### src/rtl/trap_sequencer.sv
// Machine-mode trap sequencer: takes an F- or E-stage exception or an MRET, writes
// mepc/mcause/mtval and MPP one CSR per cycle, then redirects the PC.
`ifndef XLEN_64b
`define XLEN_64b 2
`endif
`ifndef NO_E
`define NO_E                     4'hF
`define E_FETCH_ADDR_MISALIGNED  4'h0
`define E_FETCH_ACCESS_FAULT     4'h1
`define E_ILLEGAL_INSTR          4'h2
`define E_BREAKPOINT             4'h3
`define E_LOAD_ADDR_MISALIGNED   4'h4
`define E_LOAD_ACCESS_FAULT      4'h5
`define E_STORE_ADDR_MISALIGNED  4'h6
`define E_STORE_ACCESS_FAULT     4'h7
`define E_ECALL                  4'h8
`endif
`ifndef MACHINE
`define MACHINE                  2'b11
`endif

module trap_sequencer #(
   parameter int XLEN = `XLEN_64b
) (
   input  logic                         i_clk,
   input  logic                         i_rst_n,
   input  logic [3:0]                   i_exception_code_f,
   input  logic [3:0]                   i_exception_code_e,
   input  logic [(1 << (XLEN+4))-1:0]   i_pc_f,
   input  logic [(1 << (XLEN+4))-1:0]   i_pc_e,
   input  logic [(1 << (XLEN+4))-1:0]   i_alu_out_e,
   input  logic [(1 << (XLEN+4))-1:0]   i_mtvec,
   input  logic [(1 << (XLEN+4))-1:0]   i_mepc,
   input  logic                         i_mret_e,
   input  logic [1:0]                   i_mstatus_mpp,
   output logic                         o_csr_we,
   output logic [11:0]                  o_csr_addr,
   output logic [(1 << (XLEN+4))-1:0]   o_csr_wdata,
   output logic                         o_mpp_we,
   output logic [1:0]                   o_mpp_wdata,
   output logic                         o_pc_redirect_valid,
   output logic [(1 << (XLEN+4))-1:0]   o_pc_redirect,
   output logic                         o_flush,
   output logic                         o_stall,
   output logic [1:0]                   o_current_privilege,
   output logic                         o_disable_exceptions_1cc,
   output logic                         o_busy,
   output logic [2:0]                   o_dbg_state
);

   localparam int W = 1 << (XLEN + 4);

   typedef enum logic [2:0] {
      S_IDLE       = 3'd0,
      S_SAVE_EPC   = 3'd1,
      S_SAVE_CAUSE = 3'd2,
      S_SAVE_TVAL  = 3'd3,
      S_REDIRECT   = 3'd4,
      S_MRET       = 3'd5
   } state_t;

   state_t         r_state;
   logic [W-1:0]   r_epc;
   logic [W-1:0]   r_cause;
   logic [W-1:0]   r_tval;
   logic [1:0]     r_priv;
   logic           r_dis;
   logic           r_run;

   logic           w_exc_e;
   logic           w_exc_f;
   logic [3:0]     w_code;
   logic [W-1:0]   w_mcause;
   logic [W-1:0]   w_tval;

   // r_run keeps detection (and o_flush) quiet while reset is held and for the first cycle after release.
   assign w_exc_e = r_run && !r_dis && (i_exception_code_e != `NO_E);
   assign w_exc_f = r_run && !r_dis && (i_exception_code_f != `NO_E);
   assign w_code  = w_exc_e ? i_exception_code_e : i_exception_code_f;

   always_comb begin
      w_mcause = {{(W-4){1'b0}}, w_code};
      if (w_code == `E_ECALL)
         w_mcause = W'(8) + W'(r_priv);
   end

   always_comb begin
      w_tval = '0;
      if (w_exc_e) begin
         case (i_exception_code_e)
            `E_LOAD_ADDR_MISALIGNED, `E_LOAD_ACCESS_FAULT,
            `E_STORE_ADDR_MISALIGNED, `E_STORE_ACCESS_FAULT: w_tval = i_alu_out_e;
            default:                                         w_tval = '0;
         endcase
      end else if (i_exception_code_f == `E_FETCH_ADDR_MISALIGNED) begin
         w_tval = i_pc_f;
      end
   end

   always_ff @(posedge i_clk or negedge i_rst_n) begin
      if (!i_rst_n) begin
         r_state <= S_IDLE;
         r_epc   <= '0;
         r_cause <= '0;
         r_tval  <= '0;
         r_priv  <= `MACHINE;
         r_dis   <= 1'b0;
         r_run   <= 1'b0;
      end else begin
         r_run <= 1'b1;
         case (r_state)
            S_IDLE: begin
               r_dis <= 1'b0;
               if (w_exc_e || w_exc_f) begin
                  r_epc   <= w_exc_e ? i_pc_e : i_pc_f;
                  r_cause <= w_mcause;
                  r_tval  <= w_tval;
                  r_state <= S_SAVE_EPC;
               end else if (r_run && i_mret_e) begin
                  r_state <= S_MRET;
               end
            end
            S_SAVE_EPC:   r_state <= S_SAVE_CAUSE;
            S_SAVE_CAUSE: r_state <= S_SAVE_TVAL;
            S_SAVE_TVAL:  r_state <= S_REDIRECT;
            S_REDIRECT: begin
               r_priv  <= `MACHINE;
               r_dis   <= 1'b1;
               r_state <= S_IDLE;
            end
            S_MRET: begin
               r_priv  <= i_mstatus_mpp;
               r_dis   <= 1'b1;
               r_state <= S_IDLE;
            end
            default: r_state <= S_IDLE;
         endcase
      end
   end

   always_comb begin
      o_csr_we                 = 1'b0;
      o_csr_addr               = '0;
      o_csr_wdata              = '0;
      o_mpp_we                 = 1'b0;
      o_mpp_wdata              = 2'b00;
      o_pc_redirect_valid      = 1'b0;
      o_pc_redirect            = '0;
      o_flush                  = 1'b0;
      o_stall                  = (r_state != S_IDLE);
      o_busy                   = (r_state != S_IDLE);
      o_current_privilege      = r_priv;
      o_disable_exceptions_1cc = r_dis;
      o_dbg_state              = r_state;
      case (r_state)
         S_IDLE:       o_flush = w_exc_e || w_exc_f;
         S_SAVE_EPC: begin
            o_csr_we    = 1'b1;
            o_csr_addr  = 12'h341;
            o_csr_wdata = {r_epc[W-1:2], 2'b00};
         end
         S_SAVE_CAUSE: begin
            o_csr_we    = 1'b1;
            o_csr_addr  = 12'h342;
            o_csr_wdata = r_cause;
         end
         S_SAVE_TVAL: begin
            o_csr_we    = 1'b1;
            o_csr_addr  = 12'h343;
            o_csr_wdata = r_tval;
            o_mpp_we    = 1'b1;
            o_mpp_wdata = r_priv;
         end
         S_REDIRECT: begin
            o_pc_redirect_valid = 1'b1;
            o_pc_redirect       = {i_mtvec[W-1:2], 2'b00};
            o_flush             = 1'b1;
         end
         S_MRET: begin
            o_pc_redirect_valid = 1'b1;
            o_pc_redirect       = i_mepc;
            o_flush             = 1'b1;
            o_mpp_we            = 1'b1;
            o_mpp_wdata         = 2'b00;
         end
         default: o_flush = 1'b0;
      endcase
   end

endmodule

### config.mk
export PLATFORM = sky130hd
export DESIGN_NAME = trap_sequencer
export DESIGN_NICKNAME = d
export VERILOG_FILES = /design/src/rtl/trap_sequencer.sv
export SDC_FILE = /design/constraint.sdc
export NUM_CORES = 1
export LEC_CHECK = 0
export ABC_CLOCK_PERIOD_IN_PS = 1600
export BUFFER_PORTS_ARGS = -buffer_cell sky130_fd_sc_hd__buf_4
export CORE_AREA = 2 2 190 192
export DETAILED_ROUTE_END_ITERATION = 10
export DIE_AREA = 0 0 192 194
export GPL_ROUTABILITY_DRIVEN = 0
export SLEW_MARGIN = 20
export SYNTH_ARGS = -nofsm -noshare
export SYNTH_HDL_FRONTEND = slang
export SYNTH_SLANG_ARGS = --single-unit
### constraint.sdc
create_clock -name i_clk -period 1.6 [get_ports i_clk]
set_input_delay 0.08 -clock i_clk [delete_from_list [all_inputs] [get_ports i_clk]]
set_output_delay 0.08 -clock i_clk [all_outputs]
set_load 0.05 [all_outputs]
**Yosys cells after proc, flatten, opt, wreduce, memory -nomap -nowiden**

Index checks and enable logic that the tools add are counted.

- Register bits: 199
- Word-level logic and storage cells: 56

- Mux-type cells: 19
- Equality and inequality tests: 13
- Reductions and logical operators: 16
- Add/subtract/negate cells: 1

Operators with widths:

| cell | number |
|---|---|
| 64-bit two-way mux | 4 |
| 64-bit case mux with 3 select lines | 1 |
| 64-bit case mux with 2 select lines | 1 |
| 10-bit case mux with 3 select lines | 1 |
| 4-bit by 3-bit == test with 1-bit output (second input constant) | 4 |
| 3-bit case mux with 4 select lines | 1 |
| 4-bit != test (second input constant) | 2 |
| 3-bit by 2-bit == test with 1-bit output (second input constant) | 2 |
| 3-bit == test (second input constant) | 2 |
| 3-bit two-way mux | 2 |
| 4-bit by 2-bit adder with 5-bit output (first input constant) | 1 |
| 5-bit two-way mux | 1 |
| 4-bit == test (second input constant) | 1 |
| 1-bit logical AND | 4 |
| 4-bit logical NOT | 1 |
| 4-bit two-way mux | 1 |
| 1-bit case mux with 2 select lines | 2 |
| 2-bit case mux with 2 select lines | 1 |
| 2-bit nonzero test | 2 |
| 2-bit OR reduction | 2 |
| 4-bit OR reduction | 1 |
| 3-bit by 1-bit == test with 1-bit output (second input constant) | 1 |
| 3-bit logical NOT | 1 |
| 1-bit two-way mux | 3 |
| other kinds (7) | 7 |

**Logic depth before layout (Yosys ltp)**

Gate-level depths: netlist of run 1.

- Depth after elaboration: 6
- Mapped depth: 8
- Mapped depth without buffers: 4

**Least setup slack after synthesis of run 1**

No wires, ideal clock.

- Path type: flip-flop to output port
- Start point: register r_state[0], in the netlist o_dbg_state[0]
- End point: output o_mpp_we
- Data required time: 1.520 ns
- Path slack: -0.906 ns
- Arrival time: 2.426 ns
- Stages on the path, launching flop included: 4
- Cell sequence: dfrtp_1 clkbuf_1 buf_1 a21boi_0

- Word-level cells in the longest chain between the ends: 3
- Elaborated cells on any way between the ends: 4
- Those cells by class: eq/ne (2); mux (1); reduce/logical (1)

Ends and longest elaborated chain:

| what | line | text |
|---|---|---|
| start, declared | 62 | `state_t r_state;` |
| start signal, assigned | 102 | `r_state <= S_IDLE;` |
| start signal, assigned | 118 | `r_state <= S_SAVE_EPC;` |
| start signal, assigned | 120 | `r_state <= S_MRET;` |
| 3-bit == test or 3-bit by 2-bit == test with 1-bit output (tied branches) | 155 | `case (r_state)` |
| 2-bit OR reduction (no source line) * | -- |  |
| 1-bit two-way mux * | 155 |  |
| end, declared | 39 | `output logic o_mpp_we,` |

Every way passes the cells marked *; elsewhere a longest branch is shown, timed or not.

**Worst setup path in the final report of run 1**

- Start point: register r_state[0], in the netlist o_dbg_state[0]
- End point: register r_tval[7]

- Word-level cells in the longest chain between the ends: 2

Ends and longest elaborated chain:

| what | line | text |
|---|---|---|
| 3-bit logical NOT | 111 | `case (r_state)` |
| 2-bit AND reduction (no source line) | -- |  |
| end signal, assigned | 117 | `r_tval <= w_tval;` |
| end, declared | 65 | `logic [W-1:0] r_tval;` |

Every way passes these cells.
A chain may end at the register's enable or synchronous reset.

==> results.cfg, run 1 <==
[synthesis]
yosys_warnings = 0
synthSimpleGateAreaFrac_pct = 16.4
synth_xor_area_share_pct = 0.106
yosys.area_share.adder_pct = 0
syn_area_per_cell_um2 = 9.63
synthFlopType = dfrtp_1
synth_compound_area_share_pct = 13.2
synth_cell_type_count = 43
syn_inst = 859
synth_top_family_by_area = multiplexers
synth_area_mm2 = 0.00827
synthMuxAreaShare_pct = 23.0
yosysSeqAreaShare_pct = 41.5
ys_async_sr_fraction_pct = 100
synth-seq-cells = 137
synth_edf_count = 0

[power]
power.density_mw_per_mm2 = 1850
power_leakage_nw = 8.61
ir_drop_mv = 0.909
finalPower_w = 0.0357

[finish]
layout_commonest_cell = buf_4
final_nets = 1966
final-instance-count-excl-fill = 2110
fillers = 2872
final_util_pct = 54.7
seqCellArea_mm2 = 0.00344
multi_input_comb_area_mm2 = 0.00610
layout_common_cells = buf_4, dlygate4sd3_1, dfrtp_1
drive_above_1_share_pct = 58.3
area_growth_pct = 133

[cts]
cts_buffers = 17
clock_latency_ps = 440
cts_buffer_depth = 2
h-tree-depth = 4
cts.sinks = 137
cts_tree = yes
clkTransAtPathRegs_ps = 70
cts-root-buf = clkbuf_16

[setup_path]
crit_type = flop to flop
start_kind = flop
crit_required_ps = 1910
critPathBufInv = 3
critical-path-top-delay-family = compound AO/OA/AOI/OAI gates
cp_max_fo = 9
worstPathCellList = buf_6 -> nor3_4 -> o211ai_1 -> buf_6 -> buf_8 -> and2_1 -> a221o_1
critical_path_cell_count = 7
crit_slowest_cell = dfrtp_4
worstPathArrival_ps = 2300
r2r_cells = 7
critPathMaxStageDelay_ps = 500
cp_common_cell = buf_6
end_kind = flop

[global_routing]
use_met1_pct = 23.4
grt_pass1_vias = 10600
grt_max_degree = 34
grt_overflow = 0
top_usage_layer = met2
antenna_found_initial = 3
use_met3_pct = 5.16
gr-usage-met2_pct = 41.2
grt_pass1_wl_mm = 62.8
track_usage_pct = 22.4

[sta]
finalSetupViolCount = 270
fin_tns_setup_ps = -73760
finalMaxSlewViolations = 0
hold_violations = 0
layout_setup_ws_ps = -397
period_share_pct = 125
rsz0062_at_grt = true
skew_ps = 8.27
max_clock_freq_mhz = 501
min_period_ps = 2000

[die]
start_util_pct = 23.5
num_rows = 69
die_height_um = 194
core-area_mm2 = 0.0352
die_area_mm2 = 0.0372
dieWidth_um = 192
io_pins = 487

[drt]
via_per_inst = 4.81
antenna_left = 0
vias = 10100
route.detailed.drc = 0
drtIter0Drc = 453
firstDrtPassIters = 4
routedWlPerCell_um = 21.9
wl_mm = 46.2

[placement]
dpl.hpwl_mm = 29.1
port_buffers = 475
pre_cts_ws_ps = -206
dp_cells = 1808

[hold_path]
hp-class = input pin to flop
hold_depth = 3

[status]
violations = negative setup slack
status = complete, but fails checks

[flow_run]
maxCapViolCount = 0
synth_stat cells, types with 2 or more instances:
cell,n,share of area [%]
mux2_2,2,0.27
a31oi_1,2,0.15
buf_6,7,0.95
dfstp_2,2,0.64
mux2i_1,188,23
nand2_1,66,3.0
conb_1,2,0.091
buf_4,11,1.0
a22oi_1,2,0.18
and2_1,64,4.8
inv_1,7,0.32
a211oi_1,2,0.18
a221o_1,64,7.7
and3_1,4,0.30
nand2b_1,5,0.38
nand4_1,3,0.23
a221oi_1,2,0.21
clkbuf_1,31,1.4
buf_2,31,1.9
a21oi_1,3,0.18
nor2b_1,2,0.15
o21ai_0,67,4.1
buf_1,3,0.14
nor2_1,136,6.2
dfrtp_1,135,41
flip-flops by register name (all words and copies together), names as in the netlist:
name / cells
r_cause: 4
o_disable_exceptions_1cc: 1
r_run: 1
o_dbg_state: 3
o_current_privilege: 2
r_tval: 64
r_epc: 62
logic make-up (layout without fill, tap and decap cells):
group	count (synthesis)	after routing
other	2	11
xor gates and xnor gates	1	1
and+or+nand+nor	291	291
muxes	190	190
AOI/OAI and AO/OA	147	147
buffers and inverters	91	872
DFF	137	137
path summary, 6_finish.rpt:
kind	to	from	slack, ps
max in group asynchronous	o_current_privilege[0]	i_rst_n	850
hold / removal	r_cause[2]	i_exception_code_f[2]	20
setup reg to reg	r_tval[7]	o_dbg_state[0]	-400
hold reg to reg	r_epc[8]	r_epc[8]	510
setup / recovery	r_tval[7]	o_dbg_state[0]	-400
min in group asynchronous	r_epc[30]	i_rst_n	110
metrics by stage:
stage | hold slack (ps) | area (um^2)
2_1_floorplan | -216 | 9560
3_3_place_gp | 15.1 | 14000
3_5_place_dp | 17.0 | 14000
4_1_cts | 0.978 | 17900
5_1_grt | 32.5 | 19300
6_report | 19.9 | 19300
timing repair:
action / in CTS / in global routing
resized for setup: 206 / 204
hold endpoints to repair: 265 / 0
setup endpoints to repair: 268 / 273
setup buffers: 27 / 24
pin swaps: 32 / 46
cloned: 8 / 17
hold buffers: 193 / 0
metal layers:
layer / part of all wire [%] / vias to the layer above / routed length [um]
met2: 53 / 501 / 24300
met4: 5.2 / 0 / 2410
met1: 35 / 4912 / 16300
met5: 0 / - / 0
met3: 6.8 / 127 / 3130
li1: - / 4606 / -
power breakdown:
part	switching (W)	total, W	internal, W	leakage, nW
sequential	0.00145	0.00662	0.00517	1.77
combinational	0.0132	0.0253	0.0120	6.59
clock	0.00175	0.00377	0.00202	0.254
final cells by class:
cell class / instances / share of cell area [%]
sequential: 137 / 17.9
timing repair buffer: 832 / 44.4
antenna: 3 / 0.0390
clock buffer: 18 / 2.23
multi-input combinational: 637 / 31.7
clock inverter: 14 / 0.611
inverter: 8 / 0.195
tap: 461 / 2.99
worst reg2reg max path: cells and delay by family (launching register included):
kind | cells | cell delay (ps)
buffers and inverters | 3 | 510
AO/OA/AOI/OAI | 2 | 510
flip-flops | 1 | 500
AND/OR/NAND/NOR | 2 | 360
No activity file was read; power rests on OpenSTA's default activity.
==> run 2: changes to the inputs <==
--- a/config.mk
+++ b/config.mk
@@ -5,11 +5,12 @@
 export SDC_FILE = /design/constraint.sdc
 export NUM_CORES = 1
 export LEC_CHECK = 0
+export ABC_AREA = 1
 export ABC_CLOCK_PERIOD_IN_PS = 1600
 export BUFFER_PORTS_ARGS = -buffer_cell sky130_fd_sc_hd__buf_4
-export CORE_AREA = 2 2 190 192
+export CORE_AREA = 2 2 187 189
 export DETAILED_ROUTE_END_ITERATION = 10
-export DIE_AREA = 0 0 192 194
+export DIE_AREA = 0 0 189 191
 export GPL_ROUTABILITY_DRIVEN = 0
 export SLEW_MARGIN = 20
 export SYNTH_ARGS = -nofsm -noshare
==> results.cfg, run 2 <==
[cts]
clock_latency_ps = 420
cts.sinks = 137
cts_tree = yes
h-tree-depth = 4
clkTransAtPathRegs_ps = 70
cts-root-buf = clkbuf_16
cts_buffer_depth = 2
cts_buffers = 17

[finish]
largest_reg_flops = 64
drive_above_1_share_pct = 50.8
area_growth_pct = 135
final_util_pct = 58.6
regMostFlops = r_tval
layout_common_cells = buf_4, nand3_1, dlygate4sd3_1
fillers = 2786
layout_commonest_cell = buf_4
final_nets = 2276
reg.largest.list = r_tval x64, r_epc x62, r_cause x4

[die]
core-area_mm2 = 0.0341
start_util_pct = 24.9
die_area_mm2 = 0.0361
die_height_um = 191
dieWidth_um = 189
io_pins = 487
num_rows = 68

[sta]
relSlewSlack_pct = 38.1
layout_setup_ws_ps = -372
rsz0062_at_grt = true
finalMaxSlewViolations = 0
hold_violations = 0
skew_ps = 20.9
fin_tns_setup_ps = -59500
min_period_ps = 1970
period_share_pct = 123
worst_slew_pin_slew_ps = 928
max_clock_freq_mhz = 507
finalSetupViolCount = 269

[setup_path]
cp_common_cell = buf_4
crit_required_ps = 1520
start_kind = flop
crit_type = flop to primary output
r2r_start = o_dbg_state[1]
worstPathCellList = inv_2 -> buf_12 -> nor3_4 -> buf_4 -> a32o_1 -> buf_4
worstPathArrival_ps = 1890
r2r_cells = 9
critPathMaxStageDelay_ps = 520
crit_slowest_cell = dfrtp_4
r2r_end = r_epc[7]
cp_max_fo = 14
reg2reg_slack_ps = -240
end_kind = primary output

[drt]
via_per_inst = 5.28
drtIter0Drc = 945
routedWlPerCell_um = 22.1
firstDrtPassIters = 5
antenna_left = 0
route.detailed.drc = 0
wl_mm = 53.5
vias = 12800

[global_routing]
grt_max_degree = 66
antenna_found_initial = 8
grt_pass1_vias = 12000
track_usage_pct = 25.2
grt_pass1_wl_mm = 70.1
grt_overflow = 0

[power]
comb_power_share_pct = 73.2
netSwitchingPower_w = 0.0200
power_leakage_nw = 8.62
power.density_mw_per_mm2 = 2020
p_int_w = 0.0203
swShare_pct = 49.6
ir_drop_mv = 0.998
seqPwrFrac_pct = 16.9
clkPwrFrac_pct = 9.9

[hold_path]
min_from = i_mret_e
hold_end = o_dbg_state[2]
hold_depth = 5
hp-class = input pin to flop

[synthesis]
syn_area_per_cell_um2 = 6.89
netlist_top_cells_area = dfrtp_1, nand3_1, nand2_1
synth_most_common_cell = nand3_1
syn_inst = 1233
yosysSeqAreaShare_pct = 40.4
ys_async_sr_fraction_pct = 100
synth_top_area_share_pct = 39.8
synth_edf_count = 0
synthTopCellsByCount = nand3_1, nand2_1, nor2_1
synth-seq-cells = 137
synthFlopType = dfrtp_1
yosys_warnings = 0
synth_cell_type_count = 27
yosys.area.top_type = dfrtp_1
synth_area_mm2 = 0.00849

[status]
status = complete, but fails checks
violations = negative setup slack

[flow_run]
maxCapViolCount = 0

[placement]
dpl.hpwl_mm = 31.6
port_buffers = 475
==> run 2: cell count changes after synthesis, sizes merged, moves of 5 or more <==
cell | previous run | this run
nand2b | 5 | 0
a31oi | 2 | 126
a221o | 64 | 0
mux2i | 188 | 0
and2 | 64 | 0
nand3 | 1 | 382
o21ai | 67 | 4
clkbuf | 31 | 80
inv | 7 | 18
nand2 | 67 | 272
nor2 | 137 | 145
==> run 2: stage by stage <==
step	hold WS, ps	power [W]	cell area, um^2	cells	setup slack [ps]
after floorplan	-216	0.0193	9220	1239	-228
after CTS	2.21	0.0348	17800	2364	-397
after global routing	48.8	0.0420	20000	2415	-446
final	19.3	0.0403	20000	2416	-372
after global placement	42.3	0.0263	13800	2115	-85.2
after detailed placement	50.6	0.0265	13800	2115	-141
==> run 2: worst max-delay path, delay by kind of cell, from the launching register on <==
kind            cells  cell delay (ps)
compound gates      1              200
flops               1              520
simple gates        1               60
buf+inv             4              700
==> run 2: repair_timing <==
action,CTS,global route
buffers inserted,16,17
setup endpoints to repair,265,271
pin swaps,24,40
hold buffers,192,0
gates resized for setup,278,300
endpoints found under the hold margin,170,0
cloned,9,33
==> run 2: area by class of cell <==
class                           count  area [um^2]  area share, %
Antenna cell                        5         12.5         0.0626
Inverter                           18         78.8          0.394
Multi-Input combinational cell    951         6220           31.1
Sequential cell                   137         3440           17.2
Clock buffer                       18          439           2.20
Clock inverter                     14          145          0.726
Tap cell                          455          569           2.85
Timing Repair Buffer              818         9080           45.4
==> run 2: power by group through the flow <==
stage	combinational, W	sequential (W)	clock, W
2_1_floorplan	0.0131	0.00625	0
3_5_place_dp	0.0202	0.00630	0
4_1_cts	0.0244	0.00630	0.00404
6_report	0.0295	0.00680	0.00400
5_1_grt	0.0308	0.00698	0.00422
3_3_place_gp	0.0201	0.00624	0
==> run 2: logic make-up (layout without fill, tap and decap cells) <==
kind of cell | after synthesis | after routing | share of synthesized area [%]
AOI/OAI and AO/OA | 139 | 139 | 10.3
buffers and inverters | 151 | 868 | 7.62
other | 2 | 13 | 0.0884
DFF | 137 | 137 | 40.4
and+or+nand+nor | 804 | 804 | 41.6
==> run 2: metal layers <==
metal  vias up  GRT usage, %  wire (um)
met2       746          46.3      27800
met3       129          4.87       3960
met4         6          10.6       2510
met5         -             0         38
li1       5682             -          -
met1      6204          28.3      19200
==> run 2: worst max path at each step <==
| stage | start | to | slack, ps |
|---|---|---|---|
| floorplan | o_dbg_state[0] | o_csr_wdata[2] | -230 |
| global placement | r_run | r_epc[7] | -90 |
| detailed placement | r_run | r_tval[28] | -140 |
| CTS | o_dbg_state[1] | o_pc_redirect[19] | -400 |
| global route | o_dbg_state[2] | o_pc_redirect[36] | -450 |
| finish | o_dbg_state[1] | o_csr_wdata[1] | -370 |
==> run 3: changes to the inputs <==
--- a/config.mk
+++ b/config.mk
@@ -12,6 +12,7 @@
 export DETAILED_ROUTE_END_ITERATION = 10
 export DIE_AREA = 0 0 189 191
 export GPL_ROUTABILITY_DRIVEN = 0
+export REMOVE_ABC_BUFFERS = 1
 export SLEW_MARGIN = 20
 export SYNTH_ARGS = -nofsm -noshare
 export SYNTH_HDL_FRONTEND = slang
==> results.cfg, run 3 (synthesis results as in run 2) <==
[global_routing]
track_usage_pct = 24.3
grt_max_degree = 67
grt_pass1_wl_mm = 68.0
grt_overflow = 0
antenna_found_initial = 3
grt_pass1_vias = 12200

[sta]
max_clock_freq_mhz = 514
finalMaxSlewViolations = 0
whs_ps = 13.4
finalSetupViolCount = 272
period_share_pct = 122
hold_violations = 0
layout_setup_ws_ps = -347
rsz0062_at_grt = true
skew_ps = 6.80
min_period_ps = 1950

[cts]
cts-root-buf = clkbuf_16
clkTransAtPathRegs_ps = 60
cts.sinks = 137
cts_buffer_depth = 2
clock_latency_ps = 430
cts_buffers = 17
cts_tree = yes
h-tree-depth = 4

[die]
die_height_um = 191
die_area_mm2 = 0.0361
start_util_pct = 24.9
dieWidth_um = 189
num_rows = 68
io_pins = 487
core-area_mm2 = 0.0341

[setup_path]
crit_required_ps = 1940
cp_max_fo = 9
worstPathArrival_ps = 2280
r2r_cells = 10
start_kind = flop
crit_type = flop to flop
end_kind = flop

[flow_run]
maxCapViolCount = 0

[power]
ir_drop_mv = 1.47
finalPower_w = 0.0393
power_leakage_nw = 8.59
power.density_mw_per_mm2 = 2070

[finish]
regMostFlops = r_tval
area_growth_pct = 124
reg.largest.list = r_tval x64, r_epc x62, r_cause x4
layout_commonest_cell = buf_4
final-instance-count-excl-fill = 2407
final_nets = 2269
final_util_pct = 55.7
fillers = 2845
layout_common_cells = buf_4, nand3_1, nand2_1
drive_above_1_share_pct = 42.8
largest_reg_flops = 64

[drt]
drtIter0Drc = 909
antenna_left = 0
firstDrtPassIters = 6
via_per_inst = 5.31
vias = 12800
route.detailed.drc = 0
routedWlPerCell_um = 21.6
wl_mm = 52.0

[placement]
dpl.hpwl_mm = 28.4
dp_cells = 2094
port_buffers = 475

[status]
status = complete, but fails checks
violations = negative setup slack

[hold_path]
hp-class = input pin to flop
hold_depth = 3
[run 3: stage by stage]
stage	setup WS, ps	area, um^2	setup TNS [ps]
3_5_place_dp	-99.7	12900	-4520
5_1_grt	-415	19000	-88830
3_3_place_gp	-112	12900	-2290
2_1_floorplan	-8080	7940	-1593490
6_report	-347	19000	-71460
4_1_cts	-327	17100	-54590
[run 3: final timing paths]
kind	slack [ps]	from	endpoint
max	-350	o_dbg_state[0]	r_epc[17]
min	10	i_alu_out_e[28]	r_tval[28]
max reg2reg	-350	o_dbg_state[0]	r_epc[17]
min reg2reg	500	r_cause[3]	r_cause[3]
max in group asynchronous	840	i_rst_n	r_epc[21]
min in group asynchronous	120	i_rst_n	r_epc[11]
[run 3: final cells by class]
| cell class | instances | area (um^2) | share of cell area [%] |
|---|---|---|---|
| well taps | 455 | 569 | 3.00 |
| clock buffers | 21 | 470 | 2.47 |
| flip-flops and latches | 137 | 3430 | 18.1 |
| inverters | 18 | 70.1 | 0.369 |
| multi-input cells | 951 | 5300 | 27.9 |
| diodes | 3 | 7.51 | 0.0395 |
| repair buffers | 811 | 8960 | 47.1 |
| clock inverters | 11 | 194 | 1.02 |
[run 3: report_power, final]
group	switching, W	total (W)	internal [W]
Combinational	0.0160	0.0282	0.0122
Sequential	0.00129	0.00658	0.00529
Clock	0.00163	0.00452	0.00289
[run 3: routing by layer]
| metal | share of wire, % | up-vias | global-route usage (%) | routed length [um] |
|---|---|---|---|---|
| li1 | - | 5672 | - | - |
| met1 | 37 | 6163 | 27.5 | 19200 |
| met2 | 51 | 803 | 43.3 | 26500 |
| met3 | 7.9 | 150 | 5.12 | 4110 |
| met4 | 4.3 | 0 | 11.8 | 2250 |
| met5 | 0 | - | 0 | 0 |
[run 3: what timing repair did]
action	4_1_cts	5_1_grt
hold endpoints to repair	264	0
setup endpoints to repair	269	275
setup buffers	18	15
resized for setup	278	193
pin swaps	30	77
cloned	12	44
hold buffers	191	0
[run 3: critical path, stage by stage, from the launching register on]
cell and delay, ps:
dfrtp_2 430, buf_4 150, nor2_4 150, buf_6 120
nand2_4 60, a21oi_4 170, buf_12 210, clkbuf_16 200
buf_12 120, nor2_1 40, a31oi_1 190
